## src/rtl/gpio_processing_delay_max_multi.sv

```systemverilog
// rtl/gpio_processing_delay_max_multi.sv - AXI4-Lite multi-channel processing-delay-max bank
// Each channel has a software shadow and an active limit; COMMIT moves shadows to active in one clock.
module gpio_processing_delay_max_multi #(
  parameter int              NUM_CHANNELS         = 4,
  parameter int              TIMESTAMP_WIDTH      = 72,
  parameter longint unsigned PROCESSING_DELAY_MAX = 50000000,
  parameter int              C_S_AXI_DATA_WIDTH   = 32,
  parameter int              C_S_AXI_ADDR_WIDTH   = $clog2(16 + 16 * NUM_CHANNELS)
) (
  input  logic                                    clk,
  input  logic                                    rstn,
  input  logic [C_S_AXI_ADDR_WIDTH-1:0]           S_AXI_AWADDR,
  input  logic [2:0]                              S_AXI_AWPROT,
  input  logic                                    S_AXI_AWVALID,
  output logic                                    S_AXI_AWREADY,
  input  logic [C_S_AXI_DATA_WIDTH-1:0]           S_AXI_WDATA,
  input  logic [C_S_AXI_DATA_WIDTH/8-1:0]         S_AXI_WSTRB,
  input  logic                                    S_AXI_WVALID,
  output logic                                    S_AXI_WREADY,
  output logic [1:0]                              S_AXI_BRESP,
  output logic                                    S_AXI_BVALID,
  input  logic                                    S_AXI_BREADY,
  input  logic [C_S_AXI_ADDR_WIDTH-1:0]           S_AXI_ARADDR,
  input  logic [2:0]                              S_AXI_ARPROT,
  input  logic                                    S_AXI_ARVALID,
  output logic                                    S_AXI_ARREADY,
  output logic [C_S_AXI_DATA_WIDTH-1:0]           S_AXI_RDATA,
  output logic [1:0]                              S_AXI_RRESP,
  output logic                                    S_AXI_RVALID,
  input  logic                                    S_AXI_RREADY,
  output logic [NUM_CHANNELS*TIMESTAMP_WIDTH-1:0] processing_delay_max,
  output logic [NUM_CHANNELS-1:0]                 update_pulse
);

  localparam int TW      = TIMESTAMP_WIDTH;
  localparam int NC      = NUM_CHANNELS;
  localparam int WORDS   = (TW + 31) / 32;
  localparam int PW      = WORDS * 32;
  localparam int CW      = (NC > 1) ? $clog2(NC) : 1;
  localparam int MAP_END = 16 + 16 * NC;
  localparam logic [TW-1:0] RST_VAL = TW'(PROCESSING_DELAY_MAX);

  typedef enum logic [1:0] {W_IDLE, W_ACCEPT, W_RESP} wstate_t;
  typedef enum logic [1:0] {R_IDLE, R_ACCEPT, R_RESP} rstate_t;

  wstate_t wstate_q, wstate_d;
  rstate_t rstate_q, rstate_d;

  logic [TW-1:0]   shadow [NC];
  logic [TW-1:0]   active [NC];
  logic [NC-1:0]   pending;
  logic [31:0]     commit_count;
  logic [1:0]      bresp;
  logic [31:0]     rdata;
  logic [1:0]      rresp;

  // Write-side address decode
  logic [31:0]     w_addr, w_word, wdata_masked;
  logic            w_map, w_commit, w_shadow;
  logic [CW-1:0]   w_ch;
  logic [NC-1:0]   commit_mask;
  logic [PW-1:0]   sh_pad;
  logic [TW-1:0]   sh_new;

  assign w_addr   = 32'(S_AXI_AWADDR);
  assign w_word   = {30'd0, w_addr[3:2]};
  assign w_map    = w_addr < 32'(MAP_END);
  assign w_commit = w_addr[31:2] == 30'd0;
  assign w_shadow = w_map && (w_addr >= 32'd16) && (w_word < WORDS);
  assign w_ch     = CW'(w_addr[31:4] - 28'd1);

  always_comb begin
    wdata_masked = '0;
    for (int b = 0; b < 4; b++)
      if (S_AXI_WSTRB[b]) wdata_masked[b*8 +: 8] = S_AXI_WDATA[b*8 +: 8];
  end
  assign commit_mask = wdata_masked[NC-1:0];

  // Byte-merge into a word-padded copy so bits past TW fall off on truncation
  always_comb begin
    sh_pad = PW'(shadow[w_ch]);
    for (int w = 0; w < WORDS; w++)
      for (int b = 0; b < 4; b++)
        if (w_word == 32'(w) && S_AXI_WSTRB[b])
          sh_pad[w*32 + b*8 +: 8] = S_AXI_WDATA[b*8 +: 8];
    sh_new = sh_pad[TW-1:0];
  end

  // Read-side address decode
  logic [31:0]     r_addr, r_word, rd_data;
  logic            r_map, r_chan, rd_err;
  logic [CW-1:0]   r_ch;
  logic [PW-1:0]   rd_pad;

  assign r_addr = 32'(S_AXI_ARADDR);
  assign r_word = {30'd0, r_addr[3:2]};
  assign r_map  = r_addr < 32'(MAP_END);
  assign r_chan = r_map && (r_addr >= 32'd16);
  assign r_ch   = CW'(r_addr[31:4] - 28'd1);

  always_comb begin
    rd_data = '0;
    rd_err  = 1'b0;
    rd_pad  = PW'(shadow[r_ch]);
    if (!r_map) begin
      rd_err = 1'b1;
    end else if (r_addr[31:2] == 30'd0) begin
      rd_data = 32'(pending);
    end else if (r_addr[31:2] == 30'd1) begin
      rd_data = commit_count;
    end else if (r_chan) begin
      if (r_word == 32'd3) begin
        rd_data = 32'(active[r_ch]);
      end else begin
        for (int w = 0; w < WORDS; w++)
          if (r_word == 32'(w)) rd_data = rd_pad[w*32 +: 32];
      end
    end
  end

  always_ff @(posedge clk or negedge rstn) begin
    if (!rstn) begin
      wstate_q <= W_IDLE;
      rstate_q <= R_IDLE;
    end else begin
      wstate_q <= wstate_d;
      rstate_q <= rstate_d;
    end
  end

  always_comb begin
    wstate_d = wstate_q;
    case (wstate_q)
      W_IDLE:   if (S_AXI_AWVALID && S_AXI_WVALID) wstate_d = W_ACCEPT;
      W_ACCEPT: wstate_d = W_RESP;
      W_RESP:   if (S_AXI_BREADY) wstate_d = W_IDLE;
      default:  wstate_d = W_IDLE;
    endcase
  end

  always_comb begin
    rstate_d = rstate_q;
    case (rstate_q)
      R_IDLE:   if (S_AXI_ARVALID) rstate_d = R_ACCEPT;
      R_ACCEPT: rstate_d = R_RESP;
      R_RESP:   if (S_AXI_RREADY) rstate_d = R_IDLE;
      default:  rstate_d = R_IDLE;
    endcase
  end

  // Register updates land on the handshake edge that leaves ACCEPT
  always_ff @(posedge clk or negedge rstn) begin
    if (!rstn) begin
      for (int c = 0; c < NC; c++) begin
        shadow[c] <= RST_VAL;
        active[c] <= RST_VAL;
      end
      pending      <= '0;
      commit_count <= '0;
      update_pulse <= '0;
      bresp        <= 2'b00;
    end else begin
      update_pulse <= '0;
      if (wstate_q == W_ACCEPT) begin
        bresp <= w_map ? 2'b00 : 2'b10;
        if (w_commit) begin
          for (int c = 0; c < NC; c++)
            if (commit_mask[c]) active[c] <= shadow[c];
          pending      <= pending & ~commit_mask;
          update_pulse <= commit_mask;
          if (|commit_mask) commit_count <= commit_count + 32'd1;
        end else if (w_shadow) begin
          shadow[w_ch]  <= sh_new;
          pending[w_ch] <= 1'b1;
        end
      end
    end
  end

  always_ff @(posedge clk or negedge rstn) begin
    if (!rstn) begin
      rdata <= '0;
      rresp <= 2'b00;
    end else if (rstate_q == R_ACCEPT) begin
      rdata <= rd_data;
      rresp <= rd_err ? 2'b10 : 2'b00;
    end
  end

  assign S_AXI_AWREADY = (wstate_q == W_ACCEPT);
  assign S_AXI_WREADY  = (wstate_q == W_ACCEPT);
  assign S_AXI_BVALID  = (wstate_q == W_RESP);
  assign S_AXI_BRESP   = bresp;
  assign S_AXI_ARREADY = (rstate_q == R_ACCEPT);
  assign S_AXI_RVALID  = (rstate_q == R_RESP);
  assign S_AXI_RDATA   = rdata;
  assign S_AXI_RRESP   = rresp;

  genvar gc;
  generate
    for (gc = 0; gc < NC; gc++) begin : g_out
      assign processing_delay_max[gc*TW +: TW] = active[gc];
    end
  endgenerate

  logic unused;
  assign unused = ^{S_AXI_AWPROT, S_AXI_ARPROT, w_addr[1:0], r_addr[1:0],
                    wdata_masked, sh_pad, rd_pad};

endmodule

```

## config.mk

```make
export PLATFORM = sky130hd
export DESIGN_NAME = gpio_processing_delay_max_multi
export DESIGN_NICKNAME = d
export VERILOG_FILES = /design/src/rtl/gpio_processing_delay_max_multi.sv
export SDC_FILE = /design/constraint.sdc
export NUM_CORES = 2
export LEC_CHECK = 0
export BUFFER_PORTS_ARGS = -buffer_cell sky130_fd_sc_hd__clkbuf_2
export CAP_MARGIN = 20
export CORE_ASPECT_RATIO = 1.4
export CORE_MARGIN = 1.5
export CORE_UTILIZATION = 52
export CTS_CLUSTER_DIAMETER = 200
export DETAILED_ROUTE_END_ITERATION = 8
export PLACE_DENSITY = 0.76
export SLEW_MARGIN = 10
export SYNTH_ARGS = -nofsm -noshare
export SYNTH_HDL_FRONTEND = slang
export SYNTH_SLANG_ARGS = --single-unit
export TNS_END_PERCENT = 10
```

## constraint.sdc

```tcl
create_clock -name clk -period 1.8 [get_ports clk]
set_input_delay 0.54 -clock clk [delete_from_list [all_inputs] [get_ports clk]]
set_output_delay 0.54 -clock clk [all_outputs]
set_load 0.01 [all_outputs]
```

=== After elaboration in Yosys (flattened, before gate mapping) ===
Cells that the tools add are included.
Widths: inputs -> output; s select.

* Latch bits: 0
* Output and inout bits: 333
* Bits in writable memories: 0
* Bits in registers: 656
* Memories: 0
* Logic and storage cells: 125
* Memory bits (read-only): 0

* Order comparisons: 10
* Div/mod/pow operators: 0
* Equal/unequal tests: 14
* $add $sub $neg: 3
* $mul: 0
* Bitwise logic cells: 6
* Multiplexer cells: 44
* Shift-type cells: 0
* Reductions and logical operators: 32

{| class="wikitable"
|+ Operator list
! operator !! number
|-
| $bmux 72 s2 || 3
|-
| $mux 72 || 5
|-
| $mux 32 || 10
|-
| $bwmux 288 || 1
|-
| $demux 72 s2 || 1
|-
| $mux 8 || 9
|-
| $logic_not 32->1 || 2
|-
| $logic_not 30->1 || 2
|-
| $add 32x1->32 const B || 1
|-
| $mux 4 || 5
|-
| $reduce_and 3->1 || 6
|-
| $logic_and 1x1->1 || 15
|-
| $ge 7x5->1 const B || 2
|-
| $lt 7x7->1 const B || 2
|-
| $mux 2 || 6
|-
| $pmux 2 s3 || 2
|-
| $eq 2x2->1 const B || 5
|-
| $eq 2x1->1 const B || 4
|-
| $ge 3x3->1 const B || 2
|-
| $not 2->3 || 2
|-
| $reduce_and 2->1 || 3
|-
| $eq 5x1->1 const B || 1
|-
| $and 4x4->4 || 1
|-
| $logic_not 2->1 || 2
|-
| other kinds (14) || 17
|}

=== Longest topological paths before layout ===
* Depth in word-level cells: 13
* Gate-level depth with buffers: 12

=== Least setup slack after synthesis ===
OpenSTA, ideal clock, no wires.

* Kind: in2reg
* Start: in S_AXI_ARADDR[4]
* End: reg rdata[16] (netlist: S_AXI_RDATA[16])
* Required time: 1.666 ns
* Stages: 11
* Arrival time: 3.034 ns
* Slack: -1.368 ns
* Cells stage by stage: buf_4 -> buf_4 -> buf_2 -> inv_1 -> ha_1 -> buf_2 -> buf_4 -> clkbuf_1 -> mux4_2 -> a222oi_1 -> o21ai_1

* Longest elaborated chain between the ends: 13

{| class="wikitable"
|+ RTL lines
! what !! RTL line !! RTL
|-
| start: declaration || 23 || <nowiki>input logic [C_S_AXI_ADDR_WIDTH-1:0] S_AXI_ARADDR,</nowiki>
|-
| $sub 2x1->2 || 99 || <nowiki>assign r_ch = CW'(r_addr[31:4] - 28'd1);</nowiki>
|-
| $not 2->3 (not written as such) || 104, 113 ||
|-
| $bmux 72 s2 || 104 || <nowiki>rd_pad = PW'(shadow[r_ch]);</nowiki>
|-
| $mux 72 (not written as such) (2 in series) || 104 ||
|-
| $mux 32 (3 in series) || 116 || <nowiki>if (r_word == 32'(w)) rd_data = rd_pad[w*32 +: 32];</nowiki>
|-
| $mux 32 || 112 || <nowiki>if (r_word == 32'd3) begin</nowiki>
|-
| $mux 32 || 111 || <nowiki>end else if (r_chan) begin</nowiki>
|-
| $mux 32 || 109 || <nowiki>end else if (r_addr[31:2] == 30'd1) begin</nowiki>
|-
| $mux 32 || 107 || <nowiki>end else if (r_addr[31:2] == 30'd0) begin</nowiki>
|-
| $mux 32 * || 105 || <nowiki>if (!r_map) begin</nowiki>
|-
| end signal: assignment || 185 || <nowiki>rdata <= rd_data;</nowiki>
|-
| end: declaration || 54 || <nowiki>logic [31:0] rdata;</nowiki>
|}

Every way passes the cells marked *; elsewhere a longest branch is shown, timed or not. The select of a mux whose other input is x is not followed.
A chain may end at the register's enable or synchronous reset.

=== Worst setup path in the final report ===
* Start: reg rstate_q[0]
* End: out S_AXI_ARREADY

* Longest elaborated chain between the ends: 1

{| class="wikitable"
|+ RTL lines
! what !! RTL line !! RTL
|-
| start: declaration || 47 || <nowiki>rstate_t rstate_q, rstate_d;</nowiki>
|-
| start signal: assignment || 127 || <nowiki>rstate_q <= rstate_d;</nowiki>
|-
| $eq 2x1->1 || 194 || <nowiki>assign S_AXI_ARREADY = (rstate_q == R_ACCEPT);</nowiki>
|-
| end: declaration || 26 || <nowiki>output logic S_AXI_ARREADY,</nowiki>
|}

Every way passes these cells.

==> flow_metrics.tcl <==
set metrics [dict create \
    cts_buffers 60 \
    place.detailed.hpwl_um 65100 \
    p_per_area_mw_per_mm2 883 \
    async_flop_share_pct 100 \
    slew_viol_final 0 \
    crit_path_top_delay_cell "dfrtp_1" \
    worstSetupPathType "flop to output port" \
    grt_use_total_pct 32.5 \
    yosysMostFrequentCell "dfrtp_1" \
    gp_congestion 0.864 \
    dpl_cell_area_sq_mm 0.0349 \
    max_stage_delay_ps 430 \
    num_io_pins 396 \
    synth_seq_area_share_pct 55.2 \
    required_ps 1260 \
    cts_root_buf "clkbuf_16" \
    rr_worst_depth 8 \
    synthTopCellsByCount "dfrtp_1, nand2_1, o21ai_0" \
    die_h_um 287 \
    cts_tree "built" \
    rows 103 \
    drive_gt1_share_pct 49.6 \
    netlist.top_cell.by_area "dfrtp_1" \
    grt_pass1_wl_um 143000 \
    gr-usage-met2_pct 54.6 \
    synth_top_area_share_pct 46.7 \
    die_w_um 206 \
    ir_drop_mv 0.824 \
    via_per_inst 6.28 \
    fin_worst_skew_ps 25.1 \
    end_kind "output port" \
    grt.busiest_layer "met2" \
    cp_data_arrival_time_ps 1490 \
    slew_headroom_pct 62.2 \
    antenna_found_initial 2 \
    tightest_slew_ps 562 \
    final_nets 2859 \
    drv_cap 0 \
    yosysWarnings 0 \
    synthCells 2251 \
    path_max_fanout 3 \
    synth.distinct_cells 56 \
    totalWireLength_um 95200 \
    fmax_mhz 492 \
    use_met1_pct 39.8 \
    period_share_pct 113 \
    violations "negative setup slack" \
    htree_num_levels 2 \
    ys.flop_type "dfrtp_1" \
    grt_overflow 0 \
    status "complete, but fails checks" \
    min_path_cells 2 \
    hold_violations 0 \
    cts_buffer_depth 3 \
    clk_pin_slew_ps 70 \
    start_util_pct 52.8 \
    fin_util_pct 67.2 \
    core_sq_mm 0.0566 \
    final_antenna_net_count 0 \
    synth_area_sq_mm 0.0299 \
    grt_use_met3_pct 6.23 \
    grt_start_max_net_pins 92 \
    grt_pass1_vias 23600 \
    fin_ws_ps -233 \
    synth_seq_cells 654 \
    numPortBuffers 387 \
    die-area_sq_mm 0.0590 \
    hold_path.class "input pin to flop" \
    drtIter0Drc 1823 \
    setup_violations 141 \
    wl_per_cell_um 26.6 \
    power.leakage_nw 18.0 \
    synth_edf_count 0 \
    vias 22400 \
    fin_area_sq_mm 0.0380 \
    clock_latency_ps 630 \
    syn_area_per_cell_sq_um 13.3 \
    period_needed_ps 2030 \
    crit_chain "nand2b_4, clkinv_4, buf_6, buf_8" \
    area_growth_pct 27.2 \
    first_pass_iters 8 \
    synth_area_leaders "dfrtp_1, mux4_2, mux2_2" \
    post-route-drc-count 0 \
    rsz0062_at_grt "yes" \
    cp-start-kind "flop" \
    cts_sinks 654 \
]
==> flip-flops by register name, indices dropped and copies added, names as in the netlist <==
signal                flops
S_AXI_RRESP               1
S_AXI_RDATA              32
S_AXI_BRESP               1
processing_delay_max    288
wstate_q                  2
shadow                  288
commit_count             32
pending                   4
rstate_q                  2
update_pulse              4
==> routing by layer <==
metal / vias up / wire [um]
met5: - / 24
met1: 11500 / 34700
met3: 306 / 7220
met4: 4 / 5120
met2: 1247 / 48200
li1: 9351 / -
==> metrics by stage <==
stage                     hold slack [ps]  worst slack, ps  power, mW  cells  setup TNS, ps
after floorplan                       244             -622       18.2   2252        -241890
after global placement                429             -647       19.9   3445        -309260
after detailed placement              427             -701       20.1   3445        -329380
after CTS                             131             -276       33.5   3570         -11340
after global routing                  158             -272       34.6   3574         -13240
final                                 169             -233       33.6   3575          -9010
==> cells in the final DEF (no fill, tap or decap), drive strengths merged, types with 21 or more instances in the layout <==
| master | Yosys | routed |
|---|---|---|
| a222oi | 24 | 24 |
| dfstp | 96 | 96 |
| buf | 98 | 297 |
| mux4 | 172 | 172 |
| clkbuf | 58 | 419 |
| nand3 | 21 | 21 |
| nand2 | 323 | 323 |
| dfrtp | 558 | 558 |
| mux2i | 100 | 100 |
| mux2 | 293 | 293 |
| o21ai | 326 | 326 |
==> timing repair <==
| item | CTS | global route |
|---|---|---|
| pin swaps | 8 | 13 |
| gates resized for setup | 53 | 233 |
| hold buffers | 1 | 0 |
| endpoints found under the setup margin | 655 | 451 |
| endpoints found under the hold margin | 13 | 0 |
| gates cloned | 4 | 2 |
| setup buffers | 6 | 2 |
==> power breakdown <==
part	internal [mW]	total (mW)	switching, mW
clock	7.61	13.3	5.74
sequential	15.4	16.1	0.696
combinational	1.83	4.11	2.28
total	24.9	33.6	8.72
==> cells by family after synthesis <==
logic type	synth area share [%]
adders and majority gates	0.377
other	0.0125
AOI/OAI and AO/OA	7.23
DFF	55.2
buffers and inverters	2.70
xor gates and xnor gates	0.908
and+or+nand+nor	6.27
muxes	27.3
==> path summary, 6_finish.rpt <==
check                                 startpoint                       end  slack (ps)
min in group asynchronous                   rstn  processing_delay_max[69]         360
worst min register to register  commit_count[31]          commit_count[31]         470
worst max-delay path                 rstate_q[0]             S_AXI_ARREADY        -230
max in group asynchronous                   rstn                shadow[79]         590
worst max register to register       rstate_q[1]           S_AXI_RDATA[13]        -190
worst min-delay path                S_AXI_BREADY               wstate_q[1]         170
==> layout make-up <==
type / instances / area, sq um
fill: 3803 / 18600
sequential: 654 / 16500
multi-input combinational: 1422 / 13200
timing repair buffer: 629 / 5320
clock buffer: 89 / 1710
tap: 735 / 920
clock inverter: 25 / 328
inverter: 20 / 97.6
antenna: 1 / 2.50
==> worst max-delay path, delay by kind of cell (launching register included) <==
kind,cells,cell delay (ps)
AND/OR/NAND/NOR,1,130
buffers and inverters,3,290
flip-flops,1,430
(Power assumes the default switching activity.)
